[config.mk]
export PLATFORM = sky130hd
export DESIGN_NAME = seg7_scan_ctrl
export DESIGN_NICKNAME = d
export VERILOG_FILES = /design/src/rtl/seg7_pkg.sv /design/src/rtl/seg7_decode.sv /design/src/rtl/seg7_scan_ctrl.sv
export SDC_FILE = /design/constraint.sdc
export NUM_CORES = 1
export LEC_CHECK = 0
export ABC_CLOCK_PERIOD_IN_PS = 6350
export BUFFER_PORTS_ARGS = -buffer_cell sky130_fd_sc_hd__buf_4
export CAP_MARGIN = 20
export CORE_ASPECT_RATIO = 0.9
export CORE_MARGIN = 2
export CORE_UTILIZATION = 40
export DETAILED_ROUTE_END_ITERATION = 10
export SYNTH_ARGS = -nofsm -noshare
export SYNTH_HDL_FRONTEND = slang
export SYNTH_SLANG_ARGS = --single-unit
[constraint.sdc]
create_clock -name clk_50mhz -period 6.35 [get_ports clk_50mhz]
set_clock_uncertainty 0.2 [all_clocks]
set_input_delay 1.27 -clock clk_50mhz [delete_from_list [all_inputs] [get_ports clk_50mhz]]
set_output_delay 1.27 -clock clk_50mhz [all_outputs]
set_load 0.02 [all_outputs]
[src/rtl/seg7_pkg.sv]
// Shared seven-segment definitions: hex glyph table, blank pattern, scan FSM states.
package seg7_pkg;

   typedef enum logic {SHOW, BLANK} state_t;

   // Active-high segment pattern for a dark digit, bit order {g,f,e,d,c,b,a}
   localparam logic [6:0] SEG_OFF = 7'h00;

   // Active-high glyphs, entry 0 rightmost: 0 1 2 3 4 5 6 7 8 9 A b C d E F
   localparam logic [15:0][6:0] SEG_HEX = {
      7'h71, 7'h79, 7'h5E, 7'h39, 7'h7C, 7'h77, 7'h6F, 7'h7F,
      7'h07, 7'h7D, 7'h6D, 7'h66, 7'h4F, 7'h5B, 7'h06, 7'h3F
   };

endpackage

[src/rtl/seg7_decode.sv]
// Nibble to active-high segments; blank forces the whole digit, dp included, dark.
module seg7_decode
   import seg7_pkg::*;
(
   input  logic [3:0] nib,
   input  logic       blank,
   input  logic       dp_in,
   output logic [7:0] seg8     // {dp, g, f, e, d, c, b, a}
);

   // glyph lookup with blank override
   always_comb begin
      seg8 = {1'b0, SEG_OFF};
      if (!blank) seg8 = {dp_in, SEG_HEX[nib]};
   end

endmodule

[src/rtl/seg7_scan_ctrl.sv]
// Time-multiplexed seven-segment scanner with anti-ghost blanking and
// frame-synchronous double-buffered display data.
module seg7_scan_ctrl
   import seg7_pkg::*;
#(
   parameter int NUM_DIGITS     = 4,
   parameter int BLANK_CYCLES   = 500,
   parameter bit SEG_ACTIVE_LOW = 1'b1,
   parameter bit DIG_ACTIVE_LOW = 1'b1
) (
   input  logic                    clk_50mhz,
   input  logic                    rst_n,
   input  logic                    clk_250hz,
   input  logic [4*NUM_DIGITS-1:0] disp_data,
   input  logic [NUM_DIGITS-1:0]   dp_in,
   input  logic [NUM_DIGITS-1:0]   digit_en,
   input  logic                    lz_blank,
   input  logic                    load,
   output logic                    load_ack,
   output logic [6:0]              seg,
   output logic                    dp,
   output logic [NUM_DIGITS-1:0]   dig_sel,
   output logic                    frame_start
);

   localparam int IW = $clog2(NUM_DIGITS);
   localparam int CW = (BLANK_CYCLES > 1) ? $clog2(BLANK_CYCLES) : 1;
   localparam logic [IW-1:0] LAST    = IW'(NUM_DIGITS - 1);
   localparam logic [CW-1:0] CNT_END = CW'(BLANK_CYCLES - 1);

   state_t                         state;
   logic [CW-1:0]                  cnt;
   logic [IW-1:0]                  idx, idx_nxt;
   logic                           prev, tick, run, blank_done, boundary;
   logic                           frame_r, ack_r, pend;
   logic [NUM_DIGITS-1:0][3:0]     act_nib, pend_nib;
   logic [NUM_DIGITS-1:0]          act_dp, pend_dp;
   logic [NUM_DIGITS-1:0]          zero_dig, zero_hi, dark, dig_hot;
   logic [7:0]                     seg8;

   assign tick       = clk_250hz & ~prev;
   assign idx_nxt    = (idx == LAST) ? '0 : idx + 1'b1;
   assign blank_done = (state == BLANK) && run && (cnt == CNT_END);
   assign boundary   = blank_done && (idx_nxt == '0);
   assign dig_hot    = {{(NUM_DIGITS-1){1'b0}}, 1'b1} << idx;

   // scan FSM: SHOW until a tick, then BLANK_CYCLES of darkness before the next digit;
   // out of reset the counter waits for the first tick (run = 0)
   always_ff @(posedge clk_50mhz or negedge rst_n) begin
      if (!rst_n) begin
         prev    <= 1'b0;
         state   <= BLANK;
         cnt     <= '0;
         idx     <= LAST;
         run     <= 1'b0;
         frame_r <= 1'b0;
      end else begin
         prev    <= clk_250hz;
         frame_r <= 1'b0;
         case (state)
            SHOW: begin
               if (tick) begin
                  state <= BLANK;
                  cnt   <= '0;
               end
            end
            BLANK: begin
               if (!run) begin
                  if (tick) begin
                     run <= 1'b1;
                     cnt <= '0;
                  end
               end else if (cnt == CNT_END) begin
                  state   <= SHOW;
                  idx     <= idx_nxt;
                  frame_r <= (idx_nxt == '0);
               end else begin
                  cnt <= cnt + 1'b1;
               end
            end
            default: state <= BLANK;
         endcase
      end
   end

   // double buffer: pending -> active only at a frame boundary; a load in the
   // commit cycle lands in pending and waits for the following frame
   always_ff @(posedge clk_50mhz or negedge rst_n) begin
      if (!rst_n) begin
         pend     <= 1'b0;
         pend_nib <= '0;
         pend_dp  <= '0;
         act_nib  <= '0;
         act_dp   <= '0;
         ack_r    <= 1'b0;
      end else begin
         ack_r <= 1'b0;
         if (boundary && pend) begin
            act_nib <= pend_nib;
            act_dp  <= pend_dp;
            pend    <= 1'b0;
            ack_r   <= 1'b1;
         end
         if (load) begin
            pend_nib <= disp_data;
            pend_dp  <= dp_in;
            pend     <= 1'b1;
         end
      end
   end

   // per-digit darkness: disabled, or a leading zero (nibble 0, no dp, all higher
   // digits likewise); digit 0 always shows when enabled
   for (genvar k = 0; k < NUM_DIGITS; k++) begin : g_dig
      assign zero_dig[k] = (act_nib[k] == 4'h0) && !act_dp[k];
      if (k == NUM_DIGITS - 1) begin : g_top
         assign zero_hi[k] = zero_dig[k];
      end else begin : g_mid
         assign zero_hi[k] = zero_dig[k] & zero_hi[k+1];
      end
      if (k == 0) begin : g_lsd
         assign dark[k] = !digit_en[k];
      end else begin : g_msd
         assign dark[k] = !digit_en[k] | (lz_blank & zero_hi[k]);
      end
   end

   seg7_decode u_dec (
      .nib   (act_nib[idx]),
      .blank (dark[idx]),
      .dp_in (act_dp[idx]),
      .seg8  (seg8)
   );

   // registered pins, one cycle behind the FSM so pulses line up with the new digit
   always_ff @(posedge clk_50mhz or negedge rst_n) begin
      if (!rst_n) begin
         seg         <= SEG_OFF ^ {7{SEG_ACTIVE_LOW}};
         dp          <= SEG_ACTIVE_LOW;
         dig_sel     <= {NUM_DIGITS{DIG_ACTIVE_LOW}};
         frame_start <= 1'b0;
         load_ack    <= 1'b0;
      end else begin
         frame_start <= frame_r;
         load_ack    <= ack_r;
         if (state == SHOW) begin
            seg     <= seg8[6:0] ^ {7{SEG_ACTIVE_LOW}};
            dp      <= seg8[7] ^ SEG_ACTIVE_LOW;
            dig_sel <= (dark[idx] ? '0 : dig_hot) ^ {NUM_DIGITS{DIG_ACTIVE_LOW}};
         end else begin
            seg     <= SEG_OFF ^ {7{SEG_ACTIVE_LOW}};
            dp      <= SEG_ACTIVE_LOW;
            dig_sel <= {NUM_DIGITS{DIG_ACTIVE_LOW}};
         end
      end
   end

endmodule

; After elaboration in Yosys (flattened, before gate mapping)
; Memory sizes are Yosys's and may differ from the RTL's.
; Index checks and enable logic that the tools add are counted.
[word_totals]
out_inout_bits = 14
reg_bits = 71
wordCells = 94
n_memories = 1
rom_bits = 112
[op_classes]
n_bitwise = 14
shift = 1
order_cmp = 2
n_eq_ne = 3
mux = 28
n_reduce_logical = 20
addsub = 2
[memory_table]
columns = memory, depth, width, rd, rd_clocked_by_memory_dff, write_ports, line_no
row1 = (name not given), 16, 7, 1, 0, 0, seg7_decode.sv:14  ; if (!blank) seg8 = {dp_in, SEG_HEX[nib]};
[ops]
columns = cell, count
row1 = two-way mux 9 bit, 3
row2 = case mux 9 bit (2 select lines), 1
row3 = two-way mux 7 bit, 2
row4 = two-way mux 1 bit, 13
row5 = logical NOT 4 bit, 3
row6 = two-way mux 4 bit, 3
row7 = "adder 9 x 1 -> 9 bit, second input constant", 1
row8 = "equality test 9 bit, second input constant", 1
row9 = binary-select mux 4 bit (select 2 bit), 1
row10 = two-way mux 8 bit, 1
row11 = logical AND 1 bit, 7
row12 = logical NOT 1 bit, 7
row13 = inverter 7 bit, 1
row14 = bitwise AND 1 bit, 6
row15 = "less-than comparator 4 x 5 -> 1 bit, second input constant", 1
row16 = binary-select mux 1 bit (select 2 bit), 2
row17 = inverter 4 bit, 1
row18 = "left shift 1 x 2 -> 4 bit, first input constant", 1
row19 = "less-than comparator 2 x 3 -> 1 bit, second input constant", 1
row20 = "!= test 3 bit, second input constant", 1
row21 = inverter 1 bit, 3
row22 = OR 1 bit, 3
row23 = AND reduction 3 bit, 1
row24 = "adder 2 x 1 -> 2 bit, second input constant", 1
row25 = other kinds (5), 5

; Longest topological paths before layout
; Gate-level depths: netlist (run 1).
[depth]
depth_word = 11
depth_mapped = 8
ltp_nobuf = 7

; Cells and area by module
; From an unflattened synthesis (run 1), not the netlist that was laid out.
[hier_totals]
hier_cells = 251
area_unflattened_um2 = 3294.4
[modules_own_cells]
columns = mod, n_inst, seq_area_each_um2, area_each_um2, cells_per_inst
row1 = seg7_scan_ctrl, 1, 1795.5, 3006.6, 215
row2 = seg7_decode, 1, 0.0, 287.8, 36

; Worst setup path after synthesis (run 1)
; OpenSTA, ideal clock, no wires.
[synth_timing]
path_type = in2reg
from = input port lz_blank
to = register seg[1]
arrival_ns = 2.143
n_path_buf = 1
path_stages = 5
setup_slack_ns = 3.917
setup_ns = 0.090
cell_sequence = nand3b_1 o221ai_1 a221oi_1 buf_2 o211ai_1
[synth_via]
elab_chain_cells = 7
word_cells_on_any_way = 11
[synth_rtl]
columns = element, line_no
row1 = from (decl), seg7_scan_ctrl.sv:17  ; input logic lz_blank,
row2 = bitwise AND 1 bit, seg7_scan_ctrl.sv:124  ; assign dark[k] = !digit_en[k] | (lz_blank & zero_hi[k]);
row3 = OR 1 bit, seg7_scan_ctrl.sv:124
row4 = binary-select mux 1 bit (select 2 bit) (*), seg7_scan_ctrl.sv:130  ; .blank (dark[idx]),
row5 = two-way mux 1 bit (implied by the code) (*), seg7_scan_ctrl.sv:130
row6 = two-way mux 8 bit (*), seg7_decode.sv:14
row7 = inverter 7 bit (no line) (*), n/a
row8 = two-way mux 7 bit (*), seg7_scan_ctrl.sv:146  ; if (state == SHOW) begin
row9 = to (signal assigned), seg7_scan_ctrl.sv:138  ; seg <= SEG_OFF ^ {7{SEG_ACTIVE_LOW}};
row10 = to (signal assigned), seg7_scan_ctrl.sv:147  ; seg <= seg8[6:0] ^ {7{SEG_ACTIVE_LOW}};
row11 = to (signal assigned), seg7_scan_ctrl.sv:151  ; seg <= SEG_OFF ^ {7{SEG_ACTIVE_LOW}};
row12 = to (decl), seg7_scan_ctrl.sv:20  ; output logic [6:0] seg,
; Every way passes the cells marked *; elsewhere a longest branch is shown, timed or not. The select of a mux whose other input is x is not followed.
; A chain may end at the register's enable or synchronous reset.

; Worst setup path after layout (run 1)
[layout_timing]
from = register idx[1]
to = register seg[0]
[layout_via]
elab_chain_cells = 7
word_cells_on_any_way = 9
[layout_rtl]
columns = element, line_no
row1 = from (decl), seg7_scan_ctrl.sv:33  ; logic [IW-1:0] idx, idx_nxt;
row2 = from (signal assigned), seg7_scan_ctrl.sv:75  ; idx <= idx_nxt;
row3 = binary-select mux 4 bit (select 2 bit), seg7_scan_ctrl.sv:129  ; .nib (act_nib[idx]),
row4 = two-way mux 4 bit (implied by the code), seg7_scan_ctrl.sv:129
row5 = memory (16 x 7 bit), n/a
row6 = two-way mux 7 bit (implied by the code), seg7_decode.sv:14
row7 = two-way mux 8 bit (*), seg7_decode.sv:14
row8 = inverter 7 bit (no line) (*), n/a
row9 = two-way mux 7 bit (*), seg7_scan_ctrl.sv:146
; Marks and branches as above.

==> impl_metrics.csv, run 1 <==
group,metric,value,unit
outcome,outcome,"completed",
worst_setup_path,cpMaxStageDelayCell,"sky130_fd_sc_hd__dfstp_2",
detailed_routing,drtAntennaViolNets,0,
cells_and_area,n_antenna_cell,0,
sta,fmax,392.7,MHz
yosys,number_of_enable_flip_flop_cells_after_synthesis,0,
cells_and_area,regArea,1795,um^2
placed_design,dpl.hpwl,4306,um
pwr,leakage,1.689,nW
grt,grt_use_total,14.78,%
grt,grt_antenna_before_repair,0,
yosys,syn_nets,304,
yosys,yosys_warnings,0,
detailed_routing,wire_length_per_cell_after_detailed_routing,15.08,um
sta,transition_time_at_the_pin_with_the_least_slew_margin,0.8789,ns
sta,hold_violations,0,
floorplanning,start_util,41.55,%
worst_setup_path,cp-end-kind,"register",
cells_and_area,net_count_reported_at_finish,348,
yosys,synth_seq_cells,71,
sta,setup_viol_count_final,0,
cells_and_area,final_common_cell,"sky130_fd_sc_hd__dfrtp_1",
sta,max_slew_margin,41.41,%
worst_hold_path,hp-class,"reg2reg",
worst_setup_path,max_stage_delay,0.72,ns
clocking,cts.clk_slew.worst_paths,0.07,ns
cells_and_area,drive_gt1_share,39.42,%
cells_and_area,commonest_cells_after_routing_fill_and_taps_aside,"sky130_fd_sc_hd__dfrtp_1, sky130_fd_sc_hd__buf_4, sky130_fd_sc_hd__mux2_2",
placed_design,port_buffers,42,
worst_setup_path,cp_top_family,"flip-flops",
worst_setup_path,critical_path_peak_fanout,14,
sta,final_min_period_over_clock_period,40.10,%
yosys,synth_top_cell_area_share,41.40,%
worst_setup_path,worstReg2RegEnd,"seg[0]",
clocking,numClockSinks,71,
yosys,seq_area_frac_synth,53.05,%
clocking,postCtsResizedCells,0,
sta,rsz_0062_raised_after_global_routing,"false",
worst_setup_path,setup.worst_path.start_class,"register",
floorplanning,row_count,31,
floorplanning,die_y,91.27,um
worst_hold_path,min-delay-start,"ack_r",
grt,globalRouteOverflowTotal,0,
cells_and_area,filler_cells_inserted,736,
run,cap_violations,0,
detailed_routing,topRoutingLayerUsed,"met4",
detailed_routing,initialDrtViolationCount,57,
cells_and_area,multiInputGateArea,1466,um^2
clocking,post-cts-setup-buffers,0,
worst_setup_path,reg2reg_setup_slack,3.80,ns
sta,period_minus_slack,2.546,ns
pwr,powerDensity,256.4,nW/um^2
worst_setup_path,regToRegStartpoint,"idx[1]",
clocking,ctsLongestPathBuffers,2,
detailed_routing,drc,0,
detailed_routing,via_per_inst,5.168,
worst_setup_path,r2r.worst_path.cells,7,
detailed_routing,routed_wirelength,6197,um
floorplanning,pin_count,43,
detailed_routing,dr_wl_met3,306,um
clocking,clk_latency,0.34,ns
yosys,syn-mean-instance-area,12.87,um^2
detailed_routing,detailroute.wirelength.met2,2611,um
yosys,ys_types,47,
grt,grt_first_pass_wirelength,10610,um
worst_hold_path,worst_hold_path.num_cells,0,
grt,number_of_global_route_vias_before_repair,2107,
worst_setup_path,worstPathBufferInverterCount,1,
sta,setup_total_negative_slack,0,ns
floorplanning,floorplan.die_area,9214,um^2
clocking,ctsRootBufferMaster,"sky130_fd_sc_hd__clkbuf_8",
yosys,synth_area,3384,um^2
floorplanning,design.core.area,8145,um^2
detailed_routing,routed-via-count,2124,
grt,pin_count_of_the_biggest_net_entering_global_routing,72,
sta,timing.final.max_slew_violations,0,
worst_setup_path,timing.critical_path.cells,"mux4_2, inv_1, ha_1, nor2_1, a22oi_1, nand4_1, o21ai_0",
placed_design,pre_cts_ws,3.678,ns
yosys,netlist_instances,263,
sta,hold_ws,0.1485,ns
cells_and_area,area_growth,17.19,%
clocking,cts_tree,"built",
floorplanning,die_width,101.0,um
worst_setup_path,cp_data_required_time,6.41,ns
yosys,synth_async_sr_flop_share,100.0,%
yosys,synth.area.top_cells,"sky130_fd_sc_hd__dfrtp_1, sky130_fd_sc_hd__dfstp_2, sky130_fd_sc_hd__mux2_4, sky130_fd_sc_hd__mux2_2, sky130_fd_sc_hd__ha_1",
detailed_routing,detailedRoute.firstPassIterationCount,4,
sta,post-route-worst-setup-slack,3.804,ns
clocking,cts_inserted_buffers,9,
worst_setup_path,critPathArrivalTime,2.61,ns
worst_setup_path,timing_worst_setup_path_type,"reg2reg",
yosys,synth_area_leader_cell,"sky130_fd_sc_hd__dfrtp_1",
pwr,worst_ir_drop_vdd,0.1800,mV
detailed_routing,wirelength_met1,3213,um
worst_hold_path,timing.hold.worst_endpoint,"load_ack",
yosys,ys_flop_type,"sky130_fd_sc_hd__dfrtp_1",
clocking,cts_max_level,3,
placed_design,gp_congestion,0.8400,
clocking,hold_buffers,0,
==> synthesized netlist by cell type, drive strengths merged, types with 2 or more instances <==
cell type / count
a21o: 2
a21oi: 4
a22oi: 4
and2: 2
and3: 2
buf: 8
clkbuf: 2
dfrtp: 56
dfstp: 15
ha: 12
inv: 9
mux2: 42
mux2i: 5
mux4: 4
nand2: 20
nand2b: 2
nand3: 6
nand3b: 2
nand4: 6
nor2: 16
nor2b: 2
nor3: 5
o211ai: 4
o21a: 2
o21ai: 17
o221ai: 2
==> per-stage QoR <==
step                      util, %  std cells  total power, mW  area [um^2]
after CTS                   48.69        411            1.031         3966
after global routing        48.69        411            1.068         3966
after floorplan                 -        263           0.5834         3385
after detailed placement    45.94        395           0.6245         3742
after global placement      45.94        395           0.6191         3742
final                       48.69        411            1.017         3966
==> logic make-up after synthesis <==
group / share of synthesized area (%)
adders and majority gates: 4.436
buffers and inverters: 3.623
muxes: 20.22
and+or+nand+nor: 9.944
AOI/OAI and AO/OA: 8.725
DFF: 53.05
==> final cells by class <==
type,count,area share [%]
Sequential cell,71,45.27
Multi-Input combinational cell,173,36.97
Timing Repair Buffer,43,8.139
Clock buffer,13,4.006
Tap cell,99,3.123
Clock inverter,3,1.640
Inverter,9,0.8517
==> registers in the layout, indices dropped and copies added, names as in the netlist <==
register and count:
dp 1, act_dp 4, frame_start 1, seg 7, load_ack 1, frame_r 1
cnt 9, ack_r 1, pend_dp 4, idx 2, pend 1, state 1
pend_nib 16, act_nib 16, prev 1, dig_sel 4, run 1
==> layer usage <==
metal / global-route usage (%) / vias up
met3: 4.927 / 4
met4: 4.167 / 0
li1: - / 1047
met5: 0 / -
met1: 22.32 / 1025
met2: 20.11 / 48
==> worst max path at each step <==
| stage | start | slack, ns | cells past startpoint | endpoint |
|---|---|---|---|---|
| floorplan | lz_blank | 3.92 | 5 | seg[1] |
| global placement | lz_blank | 3.68 | 6 | seg[2] |
| detailed placement | lz_blank | 3.68 | 6 | seg[2] |
| CTS | idx[1] | 3.79 | 7 | seg[0] |
| global route | idx[1] | 3.58 | 7 | seg[0] |
| finish | idx[1] | 3.80 | 7 | seg[0] |
==> where the power goes <==
part	leakage, nW	internal (mW)	switching [mW]	total (mW)
sequential	0.870	0.488	0.0407	0.529
combinational	0.705	0.0497	0.0385	0.0882
clock	0.114	0.242	0.157	0.400
total	1.69	0.780	0.237	1.02
Power figures use the tool's default switching activity.
==> inputs of run 2 (changes only) <==
--- a/config.mk
+++ b/config.mk
@@ -5,7 +5,7 @@
 export SDC_FILE = /design/constraint.sdc
 export NUM_CORES = 1
 export LEC_CHECK = 0
-export ABC_CLOCK_PERIOD_IN_PS = 6350
+export ABC_CLOCK_PERIOD_IN_PS = 2300
 export BUFFER_PORTS_ARGS = -buffer_cell sky130_fd_sc_hd__buf_4
 export CAP_MARGIN = 20
 export CORE_ASPECT_RATIO = 0.9
==> constraint.sdc (replaced) <==
create_clock -name clk_50mhz -period 2.3 [get_ports clk_50mhz]
set_clock_uncertainty 0.2 [all_clocks]
set_input_delay 0.46 -clock clk_50mhz [delete_from_list [all_inputs] [get_ports clk_50mhz]]
set_output_delay 0.46 -clock clk_50mhz [all_outputs]
set_load 0.02 [all_outputs]
==> run 2 against run 1 <==
Against the previous run: core utilization is 1.7 points higher; sequential power grew to 2.8 times the previous value; non-clock buffer count is 12 higher; register-to-register slack worse by 3.7 ns; critical endpoint unchanged; design area is 3.4% higher; critical path depth stayed put.
==> impl_metrics.csv, run 2 (synthesis results as in run 1) <==
group,metric,value,unit
outcome,outcome,"completed",
worst_setup_path,critPathArrivalTime,2.30,ns
clocking,numClockSinks,71,
grt,number_of_global_route_vias_before_repair,2175,
grt,global_route.usage.met2,22.50,%
pwr,worst_ir_drop_vdd,0.4497,mV
detailed_routing,via_per_inst,5.213,
clocking,ctsLongestPathBuffers,2,
clocking,cts_tree,"built",
grt,grt.met3_usage,4.234,%
worst_setup_path,cp-end-kind,"register",
sta,setup_viol_count_final,0,
pwr,total_switching_power,0.6972,mW
placed_design,dpl_cell_area,3857,um^2
clocking,ctsRootBufferMaster,"sky130_fd_sc_hd__clkbuf_8",
detailed_routing,routed-via-count,2205,
floorplanning,pin_count,43,
cells_and_area,largest_registers,"act_nib (16), pend_nib (16), cnt (9)",
cells_and_area,net_count_reported_at_finish,360,
clocking,clk_latency,0.35,ns
floorplanning,row_count,31,
pwr,finalPower,2.745,mW
sta,timing.final.max_slew_violations,0,
worst_setup_path,timing_worst_setup_path_type,"reg2reg",
placed_design,gp_congestion,0.8795,
sta,period_minus_slack,2.216,ns
floorplanning,design.core.area,8145,um^2
floorplanning,die_width,101.0,um
sta,post-route-worst-setup-slack,0.08434,ns
clocking,cts_max_level,3,
cells_and_area,regArea,1795,um^2
worst_setup_path,setup.worst_path.start_class,"register",
grt,grt_use_total,15.50,%
placed_design,pre_cts_ws,0.05367,ns
pwr,swShare,25.40,%
cells_and_area,filler_cells_inserted,729,
worst_hold_path,hp-class,"in2reg",
cells_and_area,final_common_cell,"sky130_fd_sc_hd__dfrtp_1",
pwr,leakage,1.750,nW
cells_and_area,area_growth,21.18,%
cells_and_area,drive_gt1_share,43.52,%
sta,transition_time_at_the_pin_with_the_least_slew_margin,0.4774,ns
worst_setup_path,cp_data_required_time,2.38,ns
floorplanning,die_y,91.27,um
pwr,proportion_of_power_drawn_by_flip_flops_and_latches,53.2,%
run,cap_violations,0,
pwr,intPower,2.048,mW
grt,globalRouteOverflowTotal,0,
detailed_routing,wire_length_per_cell_after_detailed_routing,15.08,um
cells_and_area,stdcell_area,4101,um^2
grt,grt_first_pass_wirelength,10890,um
detailed_routing,drtAntennaViolNets,0,
sta,fmax,451.3,MHz
sta,hold_ws,0.02532,ns
cells_and_area,commonest_cells_after_routing_fill_and_taps_aside,"sky130_fd_sc_hd__dfrtp_1, sky130_fd_sc_hd__buf_4, sky130_fd_sc_hd__mux2_2",
pwr,combPwrFrac,9.3,%
detailed_routing,drc,0,
floorplanning,floorplan.die_area,9214,um^2
clocking,cts.clk_slew.worst_paths,0.07,ns
sta,final_min_period_over_clock_period,96.33,%
cells_and_area,n_antenna_cell,0,
floorplanning,start_util,41.55,%
grt,pin_count_of_the_biggest_net_entering_global_routing,49,
clocking,cts_inserted_buffers,9,
pwr,clkPwrFrac,37.5,%
placed_design,port_buffers,42,
detailed_routing,initialDrtViolationCount,77,
placed_design,dpl.hpwl,4687,um
worst_setup_path,critical_path_peak_fanout,4,
grt,layer_carrying_the_most_global_route_usage,"met2",
grt,gr_util_met1,21.72,%
grt,grt_antenna_before_repair,0,
detailed_routing,routed_wirelength,6379,um
sta,hold_violations,0,
sta,max_slew_margin,68.17,%
cells_and_area,multiInputGateArea,1484,um^2
pwr,powerDensity,669.3,nW/um^2
detailed_routing,detailedRoute.firstPassIterationCount,4,
## run 2: changes by cell type in the layout (fill, tap and decap cells not counted), sizes merged
cell and delta:
buf +11, bufinv -1, clkbuf -2, clkinv +2, clkinvlp +1, dlygate4sd3 +1
## run 2: stage by stage
| stage | setup TNS, ns | std cells | util, % |
|---|---|---|---|
| after floorplan | 0 | 263 | - |
| after global placement | 0 | 405 | 47.36 |
| after detailed placement | 0 | 405 | 47.36 |
| after CTS | 0 | 422 | 50.03 |
| after global routing | -0.01160 | 423 | 50.35 |
| final | 0 | 423 | 50.35 |
## run 2: timing repair
| action | 4_1_cts | 5_1_grt |
|---|---|---|
| gates resized for setup | 0 | 7 |
| setup buffers | 0 | 1 |
| hold buffers | 1 | 0 |
| endpoints found under the setup margin | 0 | 3 |
| hold endpoints to repair | 11 | 0 |
## run 2: final cells by class
cell class                 count  area share [%]
clock buffer                  11           3.691
clock inverter                 5           1.373
inverter                       9          0.8237
multi-input combinational    173           36.18
sequential                    71           43.78
tap                           99           3.020
timing repair buffer          55           11.13
## run 2: worst max-delay path: stages (launching register included)
cell and delay [ns]:
sky130_fd_sc_hd__dfstp_2 0.58, sky130_fd_sc_hd__mux4_2 0.60, sky130_fd_sc_hd__inv_2 0.10, sky130_fd_sc_hd__ha_2 0.20
sky130_fd_sc_hd__nor2_1 0.04, sky130_fd_sc_hd__a22oi_1 0.18, sky130_fd_sc_hd__nand4_1 0.12, sky130_fd_sc_hd__o21ai_1 0.14
## run 2: worst paths after layout
check	startpoint	to	slack, ns	cells past startpoint
max reg2reg	idx[1]	seg[0]	0.08	7
min	clk_250hz	prev	0.03	1
min reg2reg	frame_r	frame_start	0.15	0
max in group asynchronous	rst_n	idx[0]	0.95	3
max	idx[1]	seg[0]	0.08	7
min in group asynchronous	rst_n	cnt[5]	0.35	2
## run 2: per-layer routing
| layer | part of all wire [%] | routed length, um |
|---|---|---|
| met1 | 49 | 3118 |
| met4 | 2.0 | 130 |
| met3 | 4.8 | 304 |
| met5 | 0 | 0 |
| met2 | 44 | 2826 |
## run 2: power groups by stage
stage | Clock [mW] | Sequential, mW | Combinational (mW)
2_1_floorplan | 0 | 1.45 | 0.161
5_1_grt | 1.11 | 1.48 | 0.289
3_3_place_gp | 0 | 1.47 | 0.241
3_5_place_dp | 0 | 1.48 | 0.258
6_report | 1.03 | 1.46 | 0.254
4_1_cts | 1.06 | 1.46 | 0.260
==> inputs of run 3 (changes only) <==
--- a/config.mk
+++ b/config.mk
@@ -10,8 +10,9 @@
 export CAP_MARGIN = 20
 export CORE_ASPECT_RATIO = 0.9
 export CORE_MARGIN = 2
-export CORE_UTILIZATION = 40
+export CORE_UTILIZATION = 52
 export DETAILED_ROUTE_END_ITERATION = 10
+export PLACE_DENSITY = 0.76
 export SYNTH_ARGS = -nofsm -noshare
 export SYNTH_HDL_FRONTEND = slang
 export SYNTH_SLANG_ARGS = --single-unit
==> run 3 against run 2 <==
Against the previous run: via count increased by 2.1%; fmax increased by 1.0%; core utilization increased by 15 points; non-clock buffer count decreased by 1; total power decreased by 3.9%; die area decreased by 22%; combinational power decreased by 3%; register-to-register slack improved by 0.02 ns; count of clock-buffer cells in the layout increased by 1; global-route usage increased by 4.4 points; largest cell class unchanged.
==> impl_metrics.csv, run 3 (synthesis results as in run 1) <==
group,metric,value,unit
detailed_routing,detailedRoute.firstPassIterationCount,4,
cells_and_area,largest_registers,"act_nib (16), pend_nib (16), cnt (9)",
pwr,worst_ir_drop_vdd,0.4624,mV
worst_setup_path,startpoint,"idx[1]",
cells_and_area,area_growth,19.82,%
floorplanning,design.core.area,6216,um^2
detailed_routing,initialDrtViolationCount,118,
worst_setup_path,setup.worst_path.start_class,"register",
clocking,cts_max_level,3,
worst_hold_path,min-delay-start,"clk_250hz",
sta,timing.final.max_slew_violations,0,
clocking,ctsRootBufferMaster,"sky130_fd_sc_hd__clkbuf_8",
outcome,outcome,"completed",
sta,fmax,455.9,MHz
worst_setup_path,regToRegStartpoint,"idx[1]",
detailed_routing,wire_length_per_cell_after_detailed_routing,15.61,um
cells_and_area,net_count_reported_at_finish,360,
clocking,cts_inserted_buffers,9,
floorplanning,start_util,54.45,%
floorplanning,pin_count,43,
cells_and_area,final_common_cell,"sky130_fd_sc_hd__dfrtp_1",
detailed_routing,via_per_inst,5.479,
grt,number_of_global_route_vias_before_repair,2150,
sta,transition_time_at_the_pin_with_the_least_slew_margin,0.4504,ns
cells_and_area,commonest_cells_after_routing_fill_and_taps_aside,"sky130_fd_sc_hd__dfrtp_1, sky130_fd_sc_hd__buf_4, sky130_fd_sc_hd__mux2_2",
worst_setup_path,critical_path_peak_fanout,7,
worst_hold_path,hp-class,"in2reg",
worst_setup_path,worstReg2RegEnd,"seg[0]",
grt,globalRouteOverflowTotal,0,
grt,grt_antenna_before_repair,0,
sta,period_minus_slack,2.193,ns
detailed_routing,drtAntennaViolNets,0,
grt,grt_first_pass_wirelength,10540,um
placed_design,gp_congestion,0.8200,
pwr,powerDensity,650.6,nW/um^2
cells_and_area,drive_gt1_share,43.21,%
sta,post-route-worst-setup-slack,0.1065,ns
worst_setup_path,cp-end-kind,"register",
floorplanning,row_count,27,
sta,max_slew_margin,69.98,%
floorplanning,die_width,89.04,um
worst_setup_path,critPathArrivalTime,2.27,ns
grt,grt_use_total,19.87,%
cells_and_area,n_antenna_cell,0,
worst_setup_path,timing_worst_setup_path_type,"reg2reg",
placed_design,dpl.hpwl,4439,um
floorplanning,floorplan.die_area,7171,um^2
sta,rsz_0062_raised_after_global_routing,"false",
worst_setup_path,cp_data_required_time,2.37,ns
clocking,cts.clk_slew.worst_paths,0.07,ns
pwr,leakage,1.746,nW
detailed_routing,routed-via-count,2252,
sta,final_min_period_over_clock_period,95.37,%
floorplanning,die_y,80.54,um
cells_and_area,finish.utilization,65.24,%
sta,setup_viol_count_final,0,
grt,pin_count_of_the_biggest_net_entering_global_routing,43,
worst_hold_path,timing.hold.worst_endpoint,"prev",
clocking,ctsLongestPathBuffers,2,
clocking,clk_latency,0.35,ns
sta,hold_violations,0,
placed_design,port_buffers,42,
detailed_routing,drc,0,
sta,setup_total_negative_slack,0,ns
worst_setup_path,reg2reg_setup_slack,0.11,ns
worst_setup_path,r2r.worst_path.cells,6,
detailed_routing,routed_wirelength,6414,um
placed_design,pre_cts_ws,0.06795,ns
clocking,cts_tree,"built",
worst_hold_path,worst_hold_path.num_cells,1,
clocking,numClockSinks,71,
run,cap_violations,0,
run 3: worst max path at each step:
stage              to  cells after the start  slack, ns
2_1_floorplan  seg[0]                      8     0.0002
3_3_place_gp   seg[0]                      7       0.12
3_5_place_dp   seg[0]                      7       0.07
4_1_cts        seg[0]                      7       0.05
5_1_grt        seg[0]                      7      0.006
6_report       seg[0]                      6       0.11
run 3: report_power, final:
group	switching, mW	total (mW)	internal [mW]
combinational	0.105	0.246	0.141
sequential	0.113	1.46	1.35
clock	0.453	0.932	0.479
total	0.670	2.64	1.97
run 3: per-stage QoR:
step	power [mW]	instances	hold slack [ns]	instance area (um^2)
after floorplan	1.611	263	-0.03559	3390
after global placement	1.710	390	0.1395	3795
after detailed placement	1.728	390	0.1389	3795
after CTS	2.671	407	0.0002715	3999
after global routing	2.772	411	0.01035	4055
final	2.638	411	0.02226	4055
run 3: area by class of cell:
class                           count  area, um^2
Clock inverter                      4       28.78
Inverter                            9       33.78
Tap cell                           87       108.9
Fill cell                         482        2161
Sequential cell                    71        1795
Timing Repair Buffer               54       420.4
Multi-Input combinational cell    174        1503
Clock buffer                       12       165.2
run 3: layer usage:
layer | global-route usage, % | vias to the layer above | share of wire, %
met5 | 0 | - | 0
met4 | 9.701 | 0 | 2.8
met3 | 5.755 | 16 | 5.2
met2 | 28.58 | 73 | 45
met1 | 27.50 | 1093 | 47
li1 | - | 1070 | -
run 3: timing repair:
action / 4_1_cts / 5_1_grt
hold buffers: 1 / 0
endpoints found under the hold margin: 16 / 0
setup buffers: 0 / 3
setup endpoints to repair: 0 / 22
resized for setup: 0 / 5
run 3: critical path, cell delays in order (launching register included):
cell	delay [ns]
sky130_fd_sc_hd__dfstp_2	0.57
sky130_fd_sc_hd__mux4_2	0.56
sky130_fd_sc_hd__buf_4	0.17
sky130_fd_sc_hd__ha_4	0.17
sky130_fd_sc_hd__a311o_1	0.28
sky130_fd_sc_hd__nand4_1	0.10
sky130_fd_sc_hd__o21ai_0	0.07
